### src/rtl/lcd_arbiter.sv
// Round-robin arbiter/sequencer sharing one character-LCD driver among NREQ clients.
// Optional ownership lock enabled by defining LCD_ARB_LOCK_EN.
module lcd_arbiter #(
    parameter int NREQ        = 4,
    parameter int ACK_TIMEOUT = 8,
    parameter int OW          = $clog2(NREQ)
) (
    input  logic               clk,
    input  logic               rst,
    input  logic [NREQ-1:0]    req,
    input  logic [10*NREQ-1:0] req_bus,
    input  logic [NREQ-1:0]    req_lock,
    output logic [NREQ-1:0]    gnt,
    output logic [NREQ-1:0]    done,
    output logic [NREQ-1:0]    err,
    input  logic               lcd_busy,
    output logic               lcd_enable,
    output logic [9:0]         lcd_bus,
    output logic [OW-1:0]      owner,
    output logic               active
);

    localparam int CW = $clog2(ACK_TIMEOUT + 1);

    typedef enum logic [1:0] {IDLE, ISSUE, WAIT_HI, WAIT_LO} state_t;

    state_t          state, state_n;
    logic [OW-1:0]   ptr, ptr_n, owner_n, win, cand;
    logic [9:0]      bus_n;
    logic [CW-1:0]   cnt, cnt_n, cnt_inc;
    logic [NREQ-1:0] eligible, win_oh, owner_oh, gnt_n, done_n, err_n;
    logic            enable_n, found;

    function automatic logic [OW-1:0] wrap_idx(input logic [OW-1:0] base, input int off);
        int s;
        s = int'(base) + off;
        if (s >= NREQ) s = s - NREQ;
        return OW'(s);
    endfunction

    // Candidate set and round-robin winner, scanning upward from ptr
    always_comb begin
        eligible = req;
        owner_oh = '0;
        owner_oh[owner] = 1'b1;
`ifdef LCD_ARB_LOCK_EN
        if (req_lock[owner]) eligible = req & owner_oh;
`endif
        found = 1'b0;
        win   = '0;
        cand  = '0;
        for (int i = 0; i < NREQ; i++) begin
            cand = wrap_idx(ptr, i);
            if (!found && eligible[cand]) begin
                found = 1'b1;
                win   = cand;
            end
        end
        win_oh = '0;
        win_oh[win] = 1'b1;
    end

`ifndef LCD_ARB_LOCK_EN
    logic unused_lock;
    assign unused_lock = ^req_lock;
`endif

    // Next state plus next values of every registered output
    always_comb begin
        state_n  = state;
        ptr_n    = ptr;
        owner_n  = owner;
        bus_n    = lcd_bus;
        cnt_n    = cnt;
        enable_n = 1'b0;
        gnt_n    = '0;
        done_n   = '0;
        err_n    = '0;
        cnt_inc  = (cnt == CW'(ACK_TIMEOUT)) ? cnt : cnt + 1'b1;
        case (state)
            IDLE: begin
                if (found && !lcd_busy) begin
                    bus_n    = req_bus[int'(win)*10 +: 10];
                    owner_n  = win;
                    gnt_n    = win_oh;
                    enable_n = 1'b1;
                    state_n  = ISSUE;
                end
            end
            ISSUE: begin
                ptr_n   = (owner == OW'(NREQ-1)) ? '0 : owner + 1'b1;
                cnt_n   = '0;
                state_n = WAIT_HI;
            end
            WAIT_HI: begin
                if (lcd_busy) begin
                    state_n = WAIT_LO;
                end else begin
                    cnt_n = cnt_inc;
                    if (cnt_inc == CW'(ACK_TIMEOUT)) begin
                        err_n   = owner_oh;
                        state_n = IDLE;
                    end
                end
            end
            WAIT_LO: begin
                if (!lcd_busy) begin
                    done_n  = owner_oh;
                    state_n = IDLE;
                end
            end
            default: state_n = IDLE;
        endcase
    end

    // A reset mid-word drops it silently; IDLE then waits out the driver's busy
    always_ff @(posedge clk) begin
        if (rst) begin
            state      <= IDLE;
            ptr        <= '0;
            owner      <= '0;
            lcd_bus    <= '0;
            cnt        <= '0;
            lcd_enable <= 1'b0;
            gnt        <= '0;
            done       <= '0;
            err        <= '0;
            active     <= 1'b0;
        end else begin
            state      <= state_n;
            ptr        <= ptr_n;
            owner      <= owner_n;
            lcd_bus    <= bus_n;
            cnt        <= cnt_n;
            lcd_enable <= enable_n;
            gnt        <= gnt_n;
            done       <= done_n;
            err        <= err_n;
            active     <= (state_n != IDLE);
        end
    end

endmodule

### config.mk
export PLATFORM = sky130hd
export DESIGN_NAME = lcd_arbiter
export DESIGN_NICKNAME = d
export VERILOG_FILES = /design/src/rtl/lcd_arbiter.sv
export SDC_FILE = /design/constraint.sdc
export NUM_CORES = 1
export LEC_CHECK = 0
export CAP_MARGIN = 15
export CORE_UTILIZATION = 41
export CTS_CLUSTER_SIZE = 12
export DETAILED_ROUTE_END_ITERATION = 6
export GPL_TIMING_DRIVEN = 0
export HOLD_SLACK_MARGIN = 0.08
export PLACE_DENSITY = 0.91
export SYNTH_ARGS = -nofsm -noshare
export SYNTH_HDL_FRONTEND = slang
export SYNTH_SLANG_ARGS = --single-unit
### constraint.sdc
create_clock -name clk -period 2.41 [get_ports clk]
set_clock_uncertainty 0.05 [all_clocks]
set_input_delay 0.241 -clock clk [delete_from_list [all_inputs] [get_ports clk]]
set_output_delay 0.241 -clock clk [all_outputs]
set_load 0.01 [all_outputs]
Word level (Yosys, flattened, before mapping)
Index checks and enable logic that the tools add are counted.

storage, ports and cells
  flip-flop bits (word level) = 34
  latch bits = 0
  memory bits (writable) = 0
  ROM bits = 0
  input bits = 51
  output and inout port bits = 26
  logic and storage cells = 98
  memories kept = 0

operators by class
  add/sub/neg operators = 9
  multipliers = 1
  div/mod/pow operators = 0
  order comparisons = 12
  equality and inequality tests = 7
  shift-type cells = 1
  multiplexer cells = 34
  bitwise gates (word level) = 5
  reductions and logical operators = 19

operator list
  operator                                                                number
  40-bit by 7-bit variable part select with 10-bit output                 1
  2-bit 2-to-1 mux                                                        13
  2-bit by 3-bit < comparator with 1-bit output (second input constant)   6
  1-bit 2-to-1 mux                                                        11
  3-bit >= comparator (second input constant)                             3
  1-bit binary-select mux with 2-bit select                               4
  4-bit == test (second input constant)                                   2
  4-bit 2-to-1 mux                                                        2
  2-bit case mux with 4 select lines                                      1
  4-bit case mux with 2 select lines                                      1
  2-bit by 1-bit subtractor with 2-bit output (second input constant)     4
  2-bit by 2-bit adder with 3-bit output (second input constant)          2
  2-bit == test (second input constant)                                   3
  1-bit logical AND                                                       6
  3-bit OR reduction                                                      2
  2-bit by 3-bit multiplier with 5-bit output (second input constant)     1
  1-bit inverter                                                          5
  4-bit by 1-bit adder with 4-bit output (second input constant)          1
  1-bit demux with 2-bit select                                           2
  2-bit by 1-bit >= comparator with 1-bit output (second input constant)  2
  1-bit zero test                                                         4
  2-bit AND reduction                                                     2
  2-bit nonzero test                                                      2
  4-bit OR reduction                                                      1
  7 further kinds                                                         7

Logic depth before layout (Yosys ltp)
Gate-level depths: netlist of the first run.

  depth in word-level cells = 18
  gate-level depth with buffers = 7
  depth with buffers taken out = 7

Worst setup path after synthesis of the first run
No wires, ideal clock.

  path kind = register to register
  start point = reg cnt[0]
  end point = reg active
  setup time = 0.131 ns
  data arrival time = 1.554 ns
  required time = 2.229 ns
  setup slack = 0.674 ns
  stages on the path, launching flop included = 8
  buffers on the path = 0
  clock period less this slack = 1.736 ns
  cells stage by stage = dfxtp_1 -> inv_1 -> ha_1 -> a211oi_1 -> a21oi_1 -> a2111o_1 -> a21oi_1 -> nor3b_1

between the ends
  word-level cells in the longest chain between the ends = 7
  elaborated cells between the ends (all ways) = 8
  those cells by class = 1 x add/sub; 2 x eq/ne; 4 x mux; 1 x reduce/logical

ends and longest elaborated chain
  what                                                                            line  RTL
  start: declaration                                                              30    logic [CW-1:0] cnt, cnt_n, cnt_inc;
  start signal: assignment                                                        134   cnt <= cnt_n;
  4-bit by 1-bit adder with 4-bit output / 4-bit == test (equally long branches)  79    cnt_inc = (cnt == CW'(ACK_TIMEOUT)) ? cnt : cnt + 1'b1;
  4-bit 2-to-1 mux (*)                                                            79
  4-bit == test (*)                                                               100   if (cnt_inc == CW'(ACK_TIMEOUT)) begin
  2-bit 2-to-1 mux (*)                                                            100
  2-bit 2-to-1 mux (*)                                                            96    if (lcd_busy) begin
  2-bit case mux with 4 select lines (*)                                          80    case (state)
  2-bit nonzero test (*)                                                          139   active <= (state_n != IDLE);
  end signal: assignment                                                          139
  end: declaration                                                                20    output logic active

Every way passes the cells marked *; elsewhere a longest branch is shown, timed or not.
A chain may end at the register's enable or synchronous reset.

Worst setup path after layout of the first run
  start point = in req[0]
  end point = reg lcd_bus[7]

between the ends
  word-level cells in the longest chain between the ends = 14
  elaborated cells between the ends (all ways) = 26
  those cells by class = 1 x mul; 1 x shift; 16 x mux; 8 x reduce/logical

ends and longest elaborated chain
  what                                                                                                   line    RTL
  start: declaration                                                                                     10      input logic [NREQ-1:0] req,
  1-bit binary-select mux with 2-bit select                                                              54      if (!found && eligible[cand]) begin
  1-bit 2-to-1 mux (not written as such)                                                                 54
  1-bit 2-to-1 mux                                                                                       54
  1-bit zero test                                                                                        54
  1-bit logical AND                                                                                      54
  1-bit 2-to-1 mux                                                                                       54
  1-bit zero test                                                                                        54
  1-bit logical AND                                                                                      54
  1-bit 2-to-1 mux                                                                                       54
  1-bit zero test                                                                                        54
  1-bit logical AND                                                                                      54
  2-bit 2-to-1 mux / 1-bit 2-to-1 mux (equally long branches)                                            54
  2-bit by 3-bit multiplier with 5-bit output / 1-bit logical AND (equally long branches)                83, 82
  40-bit by 7-bit variable part select with 10-bit output / 2-bit AND reduction (equally long branches)  n/a
  end signal: assignment                                                                                 133     lcd_bus <= bus_n;
  end: declaration                                                                                       18      output logic [9:0] lcd_bus,

Parallel ways exist; a longest one is shown, timed or not. The select of a mux whose other input is x is not followed.

==> results of run 1 <==
through the flow:
stage	cell area (sq um)	hold slack, ps	utilization [%]
5_1_grt	2530	444	66.7
6_report	2530	418	66.7
3_5_place_dp	2460	407	64.7
2_1_floorplan	1680	273	-
4_1_cts	2530	424	66.7
3_3_place_gp	2460	396	64.7
where the power goes:
| part | total [W] | internal (W) | leakage [nW] | switching (W) |
|---|---|---|---|---|
| logic | 0.000322 | 0.000188 | 0.661 | 0.000134 |
| registers | 0.000617 | 0.000595 | 0.277 | 0.0000223 |
| clock network | 0.000382 | 0.000198 | 0.0383 | 0.000183 |
cells by family (layout without fill, tap and decap cells):
logic type | after synthesis | in the layout
AND/OR/NAND/NOR | 57 | 57
multiplexers | 23 | 23
XOR/XNOR | 1 | 1
AO/OA/AOI/OAI | 31 | 31
adder cells (fa/ha/maj) | 6 | 6
buffers and inverters | 16 | 95
flip-flops | 34 | 34
layout make-up:
class	instances	share of cell area (%)
Multi-Input combinational cell	118	35.7
Timing Repair Buffer	72	28.4
Sequential cell	34	26.9
Clock buffer	7	3.01
Buffer	8	2.47
Tap cell	48	2.37
Inverter	8	1.18
worst max-delay path: stages:
cell,delay [ps]
clkdlybuf4s50_1,480
a21o_1,200
a21oi_1,140
o22a_1,150
buf_4,170
buf_2,270
mux2i_1,270
o221ai_2,120
synthesized netlist by cell type, types with 2 or more instances:
library cell / n
buf_4: 2
o221ai_2: 10
ha_1: 6
o21ai_0: 5
buf_2: 2
inv_1: 8
nand3_1: 2
and2_1: 8
nand2_1: 15
buf_6: 3
nand2b_1: 3
mux2i_1: 23
nor3_1: 6
nor2_1: 13
dfxtp_1: 34
a21oi_1: 7
per-layer routing:
layer / vias up / GRT usage (%) / routed length, um
met5: - / 0 / 0
met4: 0 / 9.04 / 90
met3: 8 / 5.17 / 154
met2: 37 / 31.8 / 2020
met1: 684 / 23.0 / 1690
li1: 752 / - / -
how the worst max path moves through the flow:
stage,slack [ps],endpoint,startpoint,cells past startpoint
3_5_place_dp,170,lcd_bus[7],req[0],8
3_3_place_gp,200,lcd_bus[1],req[0],8
4_1_cts,490,lcd_bus[7],req[0],8
6_report,480,lcd_bus[7],req[0],8
2_1_floorplan,670,active,cnt[0],7
5_1_grt,250,err[2],cnt[0],7
flip-flops by register name (all words and copies together), names as in the netlist, 2 cells and up:
signal   cells
owner        2
ptr          2
state        2
gnt          4
cnt          4
err          4
lcd_bus     10
done         4
==> metrics, run 1 <==
status completed; Critical Path RT about 2500 ps; Hold Fails Final Rpt 0; Adder-Cell Fraction of Synth Area 4.47%; Hold Crit Class register to register; final total power around 0.0013 W; mux cell area share after synthesis ~14%; synth unique cells 37; commonest non-fill, non-tap cell in the layout clkdlybuf4s50_1; largest net degree at the start of global routing 11; hpwl dp between 3000 and 4000 um; number of global-route vias before repair 1,314; yosys warns 0; port buffer count approximately 70; worst hold stages 2; root buffer cell clkbuf_8; Startpoint Class primary input; Total Routing Usage GR 19.2%; Post-Route WL 3950 um; average wire per standard cell approximately 13 um; worst slew pin tran 501 ps; area growth from synthesis to layout 51.1%; first-pass GRT wire length between 6000 and 7000 um; clock sinks 34; worst skew pair latency 280 ps; # H-tree levels 2; fmax approximately 520 MHz; post-synthesis compound-gate area fraction 17.2%; setup_tns 0 ps; Critical Path Fanout Max 10; Post-Synth Simple-Gate Area about 18%; register area slightly below 700 sq um; layout cells sized above 1 between 10% and 20%; final setup fails 0; Post-layout nets 304; worst-case clock buffer depth 2; core area around 0.0038 sq mm; r2r startpoint cnt[0]; Critical Path AT ~2100 ps; async set-reset flop share out of synthesis 0%; Syn Area/Cell 9.99 sq um; syn nets approximately 230; Post-Syn Area between 0.0015 and 0.002 sq mm; global route overflow 0; initial antenna violation count 0; Lkg Pwr between 0.9 and 1 nW; Layout Cells excl Fill about 300; Worst Slack Setup Final 483 ps; max-slew violations 0; post-synthesis xor/xnor area fraction less than 1%; floorplan die width roughly 66 um; RSZ-0062 raised after global routing false; sequential fraction of the synthesis area between 40% and 50%; Yosys top cell by area dfxtp_1; Final min period 1930 ps; # Max-Cap Violations 0; commonest non-fill, non-tap cells in the layout clkdlybuf4s50_1, dfxtp_1, mux2i_1; PostCTS Resize Cnt 0; Fill cells about 310; Reg clk slew, reported paths approximately 60 ps; Slew HR approximately two thirds; IO Count 77; hold_buf cts 0; Post-synth EDFFs 0; area of the multi-input gates approximately 900 sq um; part of the cycle the worst path needs around 80%; die area 0.00435 sq mm; flop2flop setup slack approximately 500 ps; Crit. End Element register; pre-CTS setup slack about 170 ps; drt first pass iters 4; crit path kind primary input to register; R2R depth 7; Placer Congestion 0.812; initial DRC count 60; Synth Flop Type dfxtp_1; Peak VDD IR approximately 0.00025 V; via/cell ratio 5.02; largest family of logic cells by synthesized area simple AND/OR/NAND/NOR gates; hold path start lcd_bus[6]; initial cell density of the core 44.2%; number of synthesized register bits 34; pwr dens between 500 and 600 mW/mm^2; via count 1,481; placed cell count around 290; top cells by area, synth dfxtp_1, mux2i_1, o221ai_2, ha_1, nand2_1; TritonCTS Buffers 5; Synth top area share approximately 40%; Post-DRT Antenna Nets 0; Post-CTS Setup Repair Bufs 0; FF-to-FF End active; DRC violations left 0; Die H ~66 um; Mapped Cells roughly 170; Ant. Diodes 0; Min-Delay Endpoint lcd_bus[6]; Row Count 22; CTS tree yes
Power figures use the tool's default switching activity.
==> inputs of run 2 (changes only) <==
==> constraint.sdc (replaced) <==
create_clock -name clk -period 2 [get_ports clk]
set_clock_uncertainty 0.05 [all_clocks]
set_input_delay 0.2 -clock clk [delete_from_list [all_inputs] [get_ports clk]]
set_output_delay 0.2 -clock clk [all_outputs]
set_load 0.01 [all_outputs]
==> run 2 against run 1 <==
- critical path depth did not move
- hold slack unchanged
- total power increased by 21%
==> metrics, run 2 (same netlist as run 1, synthesis figures left out) <==
WHS 418 ps (unchanged); PostCTS Resize Cnt 0 (unchanged); largest net degree at the start of global routing 11 (unchanged); hold path start lcd_bus[6]; Critical Path Fanout Max 10 (unchanged); floorplan die width 66.0 um (unchanged); r2r startpoint cnt[0]; crit path kind primary input to register; flop2flop setup slack 180 ps (-320 ps); core area 0.00380 sq mm (unchanged); hold_buf cts 0 (unchanged); Post-Route WL 3980 um (+0.76%); max-slew violations 0 (unchanged); part of the cycle the worst path needs 94.5%; status completed; worst slew pin tran 482 ps (-18.9 ps); Hold Crit Class register to register; global route overflow 0 (unchanged); Peak VDD IR 0.000301 V (+20%); IO Count 77 (unchanged); port buffer count 72 (unchanged); DRC violations left 0 (unchanged); worst hold stages 2 (unchanged); Critical Path RT 2120 ps (-410 ps); # Max-Cap Violations 0 (unchanged); Most Crowded Layer GR met2; Min-Delay Endpoint lcd_bus[6]; R2R depth 7 (unchanged); initial cell density of the core 44.2% (unchanged); CTS tree yes; via/cell ratio 5.00 (-0.47%); Largest Register lcd_bus; number of global-route vias before repair 1,314 (unchanged); hpwl dp 3130 um (unchanged); worst-case clock buffer depth 2 (unchanged); worst skew pair latency 280 ps (about the same); Startpoint Class primary input; commonest non-fill, non-tap cell in the layout clkdlybuf4s50_1; post-route cell area 0.00254 sq mm (+0.39%); Placer Congestion 0.812 (unchanged); Row Count 22 (unchanged); Layout Cells excl Fill 295 (unchanged); Critical Path AT 2010 ps (-40 ps); RSZ-0062 raised after global routing false; Die H 66.0 um (unchanged); Crit. End Element register; Lkg Pwr 0.977 nW (about the same); setup_tns 0 ps (unchanged); TritonCTS Buffers 5 (unchanged); Final min period between 1500 and 2000 ps; Post-CTS Setup Repair Bufs 0 (unchanged); drt first pass iters 4 (unchanged); via count 1,474 (-0.47%); GR Layer Usage met3 5.17% (unchanged); area growth from synthesis to layout 51.7%; pwr dens 625 mW/mm^2 (+20%); Buf/Inv on CP 3 (unchanged); worst path cell trace clkdlybuf4s50_1 > a21o_1 > a21oi_1 > o22a_1 > buf_4 > buf_2 > mux2i_1 > o221ai_2; clock sinks 34 (unchanged); CP max-delay cell clkdlybuf4s50_1; final setup fails 0 (unchanged); Slew HR 67.6% (+1.3 points); Reg clk slew, reported paths 60 ps (about the same); max reg flops 10 (unchanged); GRT met1 Usage 23.0% (unchanged); initial DRC count 73 (+22%); Post-DRT Antenna Nets 0 (unchanged); layout cells sized above 1 11.7% (+1.2 points); met2 usage 31.8% (unchanged); die area 0.00435 sq mm (unchanged); FF-to-FF End active; fmax 529 MHz; initial antenna violation count 0 (unchanged); first-pass GRT wire length 6150 um (unchanged); Hold Fails Final Rpt 0 (unchanged); # H-tree levels 2 (unchanged); placed cell count 288 (unchanged); commonest non-fill, non-tap cells in the layout clkdlybuf4s50_1, dfxtp_1, mux2i_1; Worst path max stage delay 480 ps (about the same); placed cell area 0.00246 sq mm (unchanged); Post-layout nets 304 (unchanged); root buffer cell clkbuf_8; Ant. Diodes 0 (unchanged); average wire per standard cell 13.5 um (+0.76%); Total Routing Usage GR 19.2% (unchanged); CP top delay family buffers and inverters
==> run 2: cell counts in the layout (fill, tap and decap cells not counted) <==
Identical to the previous run, type by type.
==> run 2: layer usage <==
layer	share of wire [%]	vias up
met2	52	37
met3	3.6	8
met5	0	-
met1	43	680
met4	2.3	0
li1	-	749
==> run 2: worst max path at each step <==
stage | startpoint | slack (ps) | end | depth (start not counted)
4_1_cts | cnt[0] | 100 | active | 7
2_1_floorplan | cnt[0] | 260 | active | 7
3_5_place_dp | req[0] | -200 | lcd_bus[7] | 8
5_1_grt | cnt[0] | 10 | active | 7
6_report | req[0] | 110 | lcd_bus[7] | 8
3_3_place_gp | req[0] | -170 | lcd_bus[1] | 8
==> run 2: tightest hold or removal path, cell delays in order, from the launching register on <==
cell and delay [ps]:
dfxtp_1 330, nand2_1 60, o221ai_2 50
==> run 2: area by class of cell <==
class | instances | area (sq um)
buffer | 8 | 62.6
clock buffer | 7 | 76.3
fill | 308 | 1250
inverter | 8 | 30.0
multi-input combinational | 118 | 913
sequential | 34 | 682
tap | 48 | 60.1
timing repair buffer | 72 | 721
==> run 2: per-stage QoR <==
step / total power, W / utilization (%) / setup slack [ps]
2_1_floorplan: 0.000951 / - / 264
3_3_place_gp: 0.00114 / 64.7 / -172
3_5_place_dp: 0.00115 / 64.7 / -196
4_1_cts: 0.00161 / 66.7 / 96.5
5_1_grt: 0.00167 / 67.0 / 10.6
6_report: 0.00159 / 67.0 / 109
==> run 2: report_power, final <==
| group | switching, W | internal, W | leakage (nW) | total (W) |
|---|---|---|---|---|
| Combinational | 0.000162 | 0.000226 | 0.661 | 0.000388 |
| Sequential | 0.0000269 | 0.000717 | 0.277 | 0.000744 |
| Clock | 0.000220 | 0.000239 | 0.0383 | 0.000459 |
| Total | 0.000409 | 0.00118 | 0.977 | 0.00159 |
==> patch 1: new RTL, config.mk and constraints of run 2 <==
Remove the register `err`: a continuous assignment takes its place, so the output `err` follows one clock earlier.
--- a/src/rtl/lcd_arbiter.sv
+++ b/src/rtl/lcd_arbiter.sv
@@ -125,5 +125,4 @@
             gnt        <= '0;
             done       <= '0;
-            err        <= '0;
             active     <= 1'b0;
         end else begin
@@ -136,9 +135,10 @@
             gnt        <= gnt_n;
             done       <= done_n;
-            err        <= err_n;
             active     <= (state_n != IDLE);
         end
     end
 
+    assign err = err_n;
+
 endmodule
 
Check against the original RTL: not equivalent (a bounded check fails within 10 cycles, from zero or initial values and one cycle with rst high).
==> patch 1 against run 2 <==
Count of clock-buffer cells in the layout down 2; global-route usage is 4.4 points higher; worst setup slack got worse by 0.26 ns; the flow now finishes with violations (negative setup slack); highest routed layer unchanged; sequential cell count fell by 4; synthesized cell count up 25%; via count rose by 29%; critical path depth is the same; hold slack worse by 0.25 ns; critical path type is now reg2out; final area grew 7.1%; total power up 3.9%; routed wire length up 25%; final cell count increased by 16%; synthesized area grew 8.0%.
==> patch 1: results (changes against run 2) <==
cp_slowest_stage_delay_ns: 0.36  # -0.12 ns
mappedNetlistNets: 267  # +19%
yosys.cell_types.count: 45  # +22%
clkCellAreaFrac: 0.0289  # -0.00108
worst_ep_arrival_time_ns: 1.90  # -0.11 ns
netSwitchingPower_mw: 0.506  # +24%
place.detailed.instances: 330  # +15%
timing.critical_path.max_delay_family: "compound AO/OA/AOI/OAI gates"
route.vias.total: 1895  # +29%
violations_in_the_final_reports: "negative setup slack"
fin_nets: 349  # +15%
clock_buffers: 5  # -2
cp-startpoint: "cnt[0]"
hpwl_detailed_um: 3600  # +15%
dr.first_iter.drc_count: 168  # +130%
fraction_of_final_layout_cells_with_drive_strength_greater_than_1: 0.171  # +0.0538
whs_endpoint: "lcd_enable"
fill_cells: 356  # +16%
multi_input_cells: 157  # +33%
critical_path.max_fanout: 4  # -6
power.ir.vdd_worst_mv: 0.413  # +37%
p_sw_frac: 0.306  # +0.0492
ff2ff_path_depth: 7  # unchanged
setup-violations-final: 4  # +4
num_antenna_cells: 0  # unchanged
synth-seq-area-share: 0.331  # -0.0742
gr-usage-met3: 0.0833  # +0.0316
cellLeakagePower_nw: 1.13  # +15%
outcome: "finished, violations left"
met2_track_demand_over_resource: 0.434  # +0.116
placedInstanceArea_um2: 2570  # +4.7%
grt_use_met1: 0.242  # +0.0122
rr_startpoint: "cnt[1]"
flip_flop_and_latch_share_of_the_layout_cell_area: 0.223  # -0.0449
nNonClkBuffers: 89  # +11%
synthTopCellsByArea: "sky130_fd_sc_hd__dfxtp_1, sky130_fd_sc_hd__a21o_1, sky130_fd_sc_hd__mux2i_1"
worstHoldPathType: "in2reg"
layout.nonclk_buf_frac: 0.301  # -0.00671
timing.slew.headroom: 0.658  # -0.0184
cts_max_level: 2  # unchanged
tritoncts.num_buffers: 5  # unchanged
synthTopCellsByCount: "sky130_fd_sc_hd__dfxtp_1, sky130_fd_sc_hd__nand2_1, sky130_fd_sc_hd__a21o_1"
fin_hold_ws_ns: 0.172  # -0.246 ns
post_layout_nonfiller_instances: 342  # +16%
synth_cells: 210  # +25%
syn2layout_area_growth_pct: 50.5
setup.reg_to_reg.worst_slack_ns: 0.29  # +0.11 ns
globalRouteTotalUtil: 0.236  # +0.0441
dominantRegCellSynth: "sky130_fd_sc_hd__dfxtp_1"
hold_path_startpoint: "rst"
die_w_um: 68.5  # +3.8%
multi_input_area_share: 0.412  # +0.0528
final_setup_margin_ns: -0.147  # -0.256 ns
synth-seq-cells: 30  # -12%
non_clock_inverter_count_in_the_final_layout: 9  # +1
power.share.combinational: 0.307  # +0.063
first_pass_grt_wire_length_um: 8070  # +31%
power.sequential.total_mw: 0.670  # -9.9%
[patch 1: logic make-up (layout without fill, tap and decap cells)]
kind of cell	count (synthesis)	in the layout	share of synthesized area
and+or+nand+nor	77	77	0.223
AOI/OAI and AO/OA	62	62	0.269
DFF	30	30	0.331
buffers and inverters	23	105	0.0684
muxes	12	12	0.0663
adders and majority gates	6	6	0.0414
[patch 1: metrics by stage]
step,utilization,setup WS [ns],TNS (ns)
after global routing,0.663,-0.254,-0.930
after floorplan,-,0.109,0
after CTS,0.660,-0.137,-0.494
final,0.663,-0.147,-0.518
after global placement,0.626,-0.536,-2.44
after detailed placement,0.626,-0.617,-2.89
[patch 1: per-layer routing]
metal / up-vias / part of all wire
met5: - / 0
met4: 0 / 0.017
met3: 10 / 0.089
met2: 93 / 0.50
met1: 873 / 0.39
li1: 919 / -
[patch 1: what timing repair did]
item,4_1_cts,5_1_grt
resized for setup,31,2
pin swaps,8,0
hold buffers,0,0
setup endpoints to repair,4,4
setup buffers,5,0
==> patch 2: new RTL, flow settings as in run 2 <==
Made on the original files. Set the parameter `ACK_TIMEOUT` to 16 (it was 8).
--- a/src/rtl/lcd_arbiter.sv
+++ b/src/rtl/lcd_arbiter.sv
@@ -3,5 +3,5 @@
 module lcd_arbiter #(
     parameter int NREQ        = 4,
-    parameter int ACK_TIMEOUT = 8,
+    parameter int ACK_TIMEOUT = 16,
     parameter int OW          = $clog2(NREQ)
 ) (
Check against the original RTL: same outputs for any inputs over 10 cycles, from zero or initial values and one cycle with rst high; that may be too few to reach the edited logic, so the function may still have changed.
==> patch 2 against run 2 <==
The run now ends with negative setup slack left; synthesized area increased by 8.4%; final area increased by 15%; hold slack got worse by 0.071 ns; routed wire length increased by 47%; sequential cell count increased by 1; worst setup slack got worse by 0.12 ns; total power increased by 16%; critical endpoint is now lcd_bus[3].
==> patch 2: results (changes against run 2) <==
power.ir.vdd_worst_mv: 0.541  # +79%
dominantRegCellSynth: "sky130_fd_sc_hd__dfxtp_1"
hpwl_detailed_um: 3910  # +25%
synth_cells: 199  # +18%
cellLeakagePower_nw: 1.06  # +8.8%
die_w_um: 68.6  # +4.0%
power.sequential.total_mw: 0.782  # +5.1%
powerClk_mw: 0.504  # +9.8%
timing.hold.worst_path_depth: 3  # +1
synthTopCellsByCount: "sky130_fd_sc_hd__dfxtp_1, sky130_fd_sc_hd__mux2i_1, sky130_fd_sc_hd__o21bai_1"
violations_in_the_final_reports: "negative setup slack"
ff2ff_path_depth: 6  # -1
route.vias.total: 1953  # +32%
routed_via_density: 5.90  # +18%
number_of_antenna_violations_at_the_first_check_in_global_routing: 0  # unchanged
outcome: "finished, violations left"
setup-violations-final: 1  # +1
fraction_of_final_layout_cells_with_drive_strength_greater_than_1: 0.135  # +0.0178
grt_pass1_vias: 1830  # +39%
setup.reg_to_reg.worst_slack_ns: 0.02  # -0.16 ns
drt_wl_total_um: 5850  # +47%
gp_congestion: 0.864  # +6.4%
critical_path.endpoint: "lcd_bus[3]"
globalRouteTotalUtil: 0.242  # +0.0498
slowest_stage_cell_cp: "sky130_fd_sc_hd__clkdlybuf4s50_1"
cp-startpoint: "req[0]"
place.detailed.instances: 321  # +11%
final_setup_margin_ns: -0.00964  # -0.119 ns
timing.slew.headroom: 0.628  # -0.0481
fin_nets: 337  # +11%
yosys.cell_types.count: 44  # +19%
cts_max_level: 2  # unchanged
port-buffer-count: 72  # unchanged
whs_endpoint: "state[0]"
synthTopCellsByArea: "sky130_fd_sc_hd__dfxtp_1, sky130_fd_sc_hd__mux2i_1, sky130_fd_sc_hd__a2111oi_0"
register_clock_pin_slew_on_the_reported_worst_setup_and_hold_paths_ns: 0.07
clock_insertion_delay_worst_skew_ns: 0.29
rr_startpoint: "ptr[1]"
cp_slowest_stage_delay_ns: 0.56  # +0.08 ns
fin_hold_ws_ns: 0.347  # -0.0713 ns
num_antenna_cells: 0  # unchanged
worstHoldPathType: "in2reg"
dr.first_iter.drc_count: 98  # +34%
hold_path_startpoint: "lcd_busy"
ff_to_ff_end: "lcd_bus[0]"
p_int_mw: 1.26  # +6.3%
yosysWarningCount: 0  # unchanged
synth-seq-area-share: 0.385  # -0.0205
first_pass_grt_wire_length_um: 8170  # +33%
drcViolationCount: 0  # unchanged
firstDrtPassIters: 5  # +1
mappedNetlistNets: 256  # +14%
## patch 2: changes by cell type after synthesis, sizes merged, moves of 6 or more
| cell | change |
|---|---|
| a2111oi | +11 |
| a21boi | +11 |
| mux2i | -11 |
| o21bai | +11 |
| o221ai | -10 |
| a211oi | +8 |
| clkbuf | +8 |
| nand2 | -7 |
| nor2 | -6 |
## patch 2: per-stage QoR
step,worst slack (ns),TNS [ns],instance area (um2),utilization,total power [mW]
final,-0.00964,-0.00964,2920,0.710,1.84
after CTS,0.00174,0,2760,0.670,1.76
after detailed placement,-0.537,-6.09,2600,0.632,1.25
after global placement,-0.444,-5.77,2600,0.632,1.24
after floorplan,0.137,0,1820,-,1.01
after global routing,-0.0567,-0.238,2920,0.710,1.91
## patch 2: timing repair
action | in CTS | in global routing
setup buffers | 0 | 3
gates resized for setup | 25 | 28
pin swaps | 3 | 4
hold endpoints to repair | 0 | 0
setup endpoints to repair | 16 | 20
## patch 2: kinds of logic after synthesis
kind of cell    after synthesis  share of synthesized area
simple gates                 53                      0.170
compound gates               68                      0.272
xor+xnor                      2                    0.00963
mux                          13                     0.0722
fa+ha+maj                     6                     0.0413
flops                        35                      0.385
buf+inv                      22                     0.0495
## patch 2: layout make-up
type	count	area, um2
multi-input combinational	142	1210
tap	50	62.6
sequential	35	708
buffer	12	75.1
timing repair buffer	75	747
clock inverter	1	5.00
inverter	9	33.8
fill	292	1190
clock buffer	7	76.3
## patch 2: per-layer routing
layer	vias to the layer above	wire, um	global-route usage
met4	0	93	0.107
met2	122	2890	0.433
met3	14	557	0.102
met5	-	0	0
met1	911	2310	0.243
li1	906	-	-
## patch 2: worst max-delay path, delay by kind of cell
| kind | cells | cell delay (ns) |
|---|---|---|
| buf+inv | 3 | 0.89 |
| compound gates | 4 | 0.84 |
| simple gates | 1 | 0.17 |
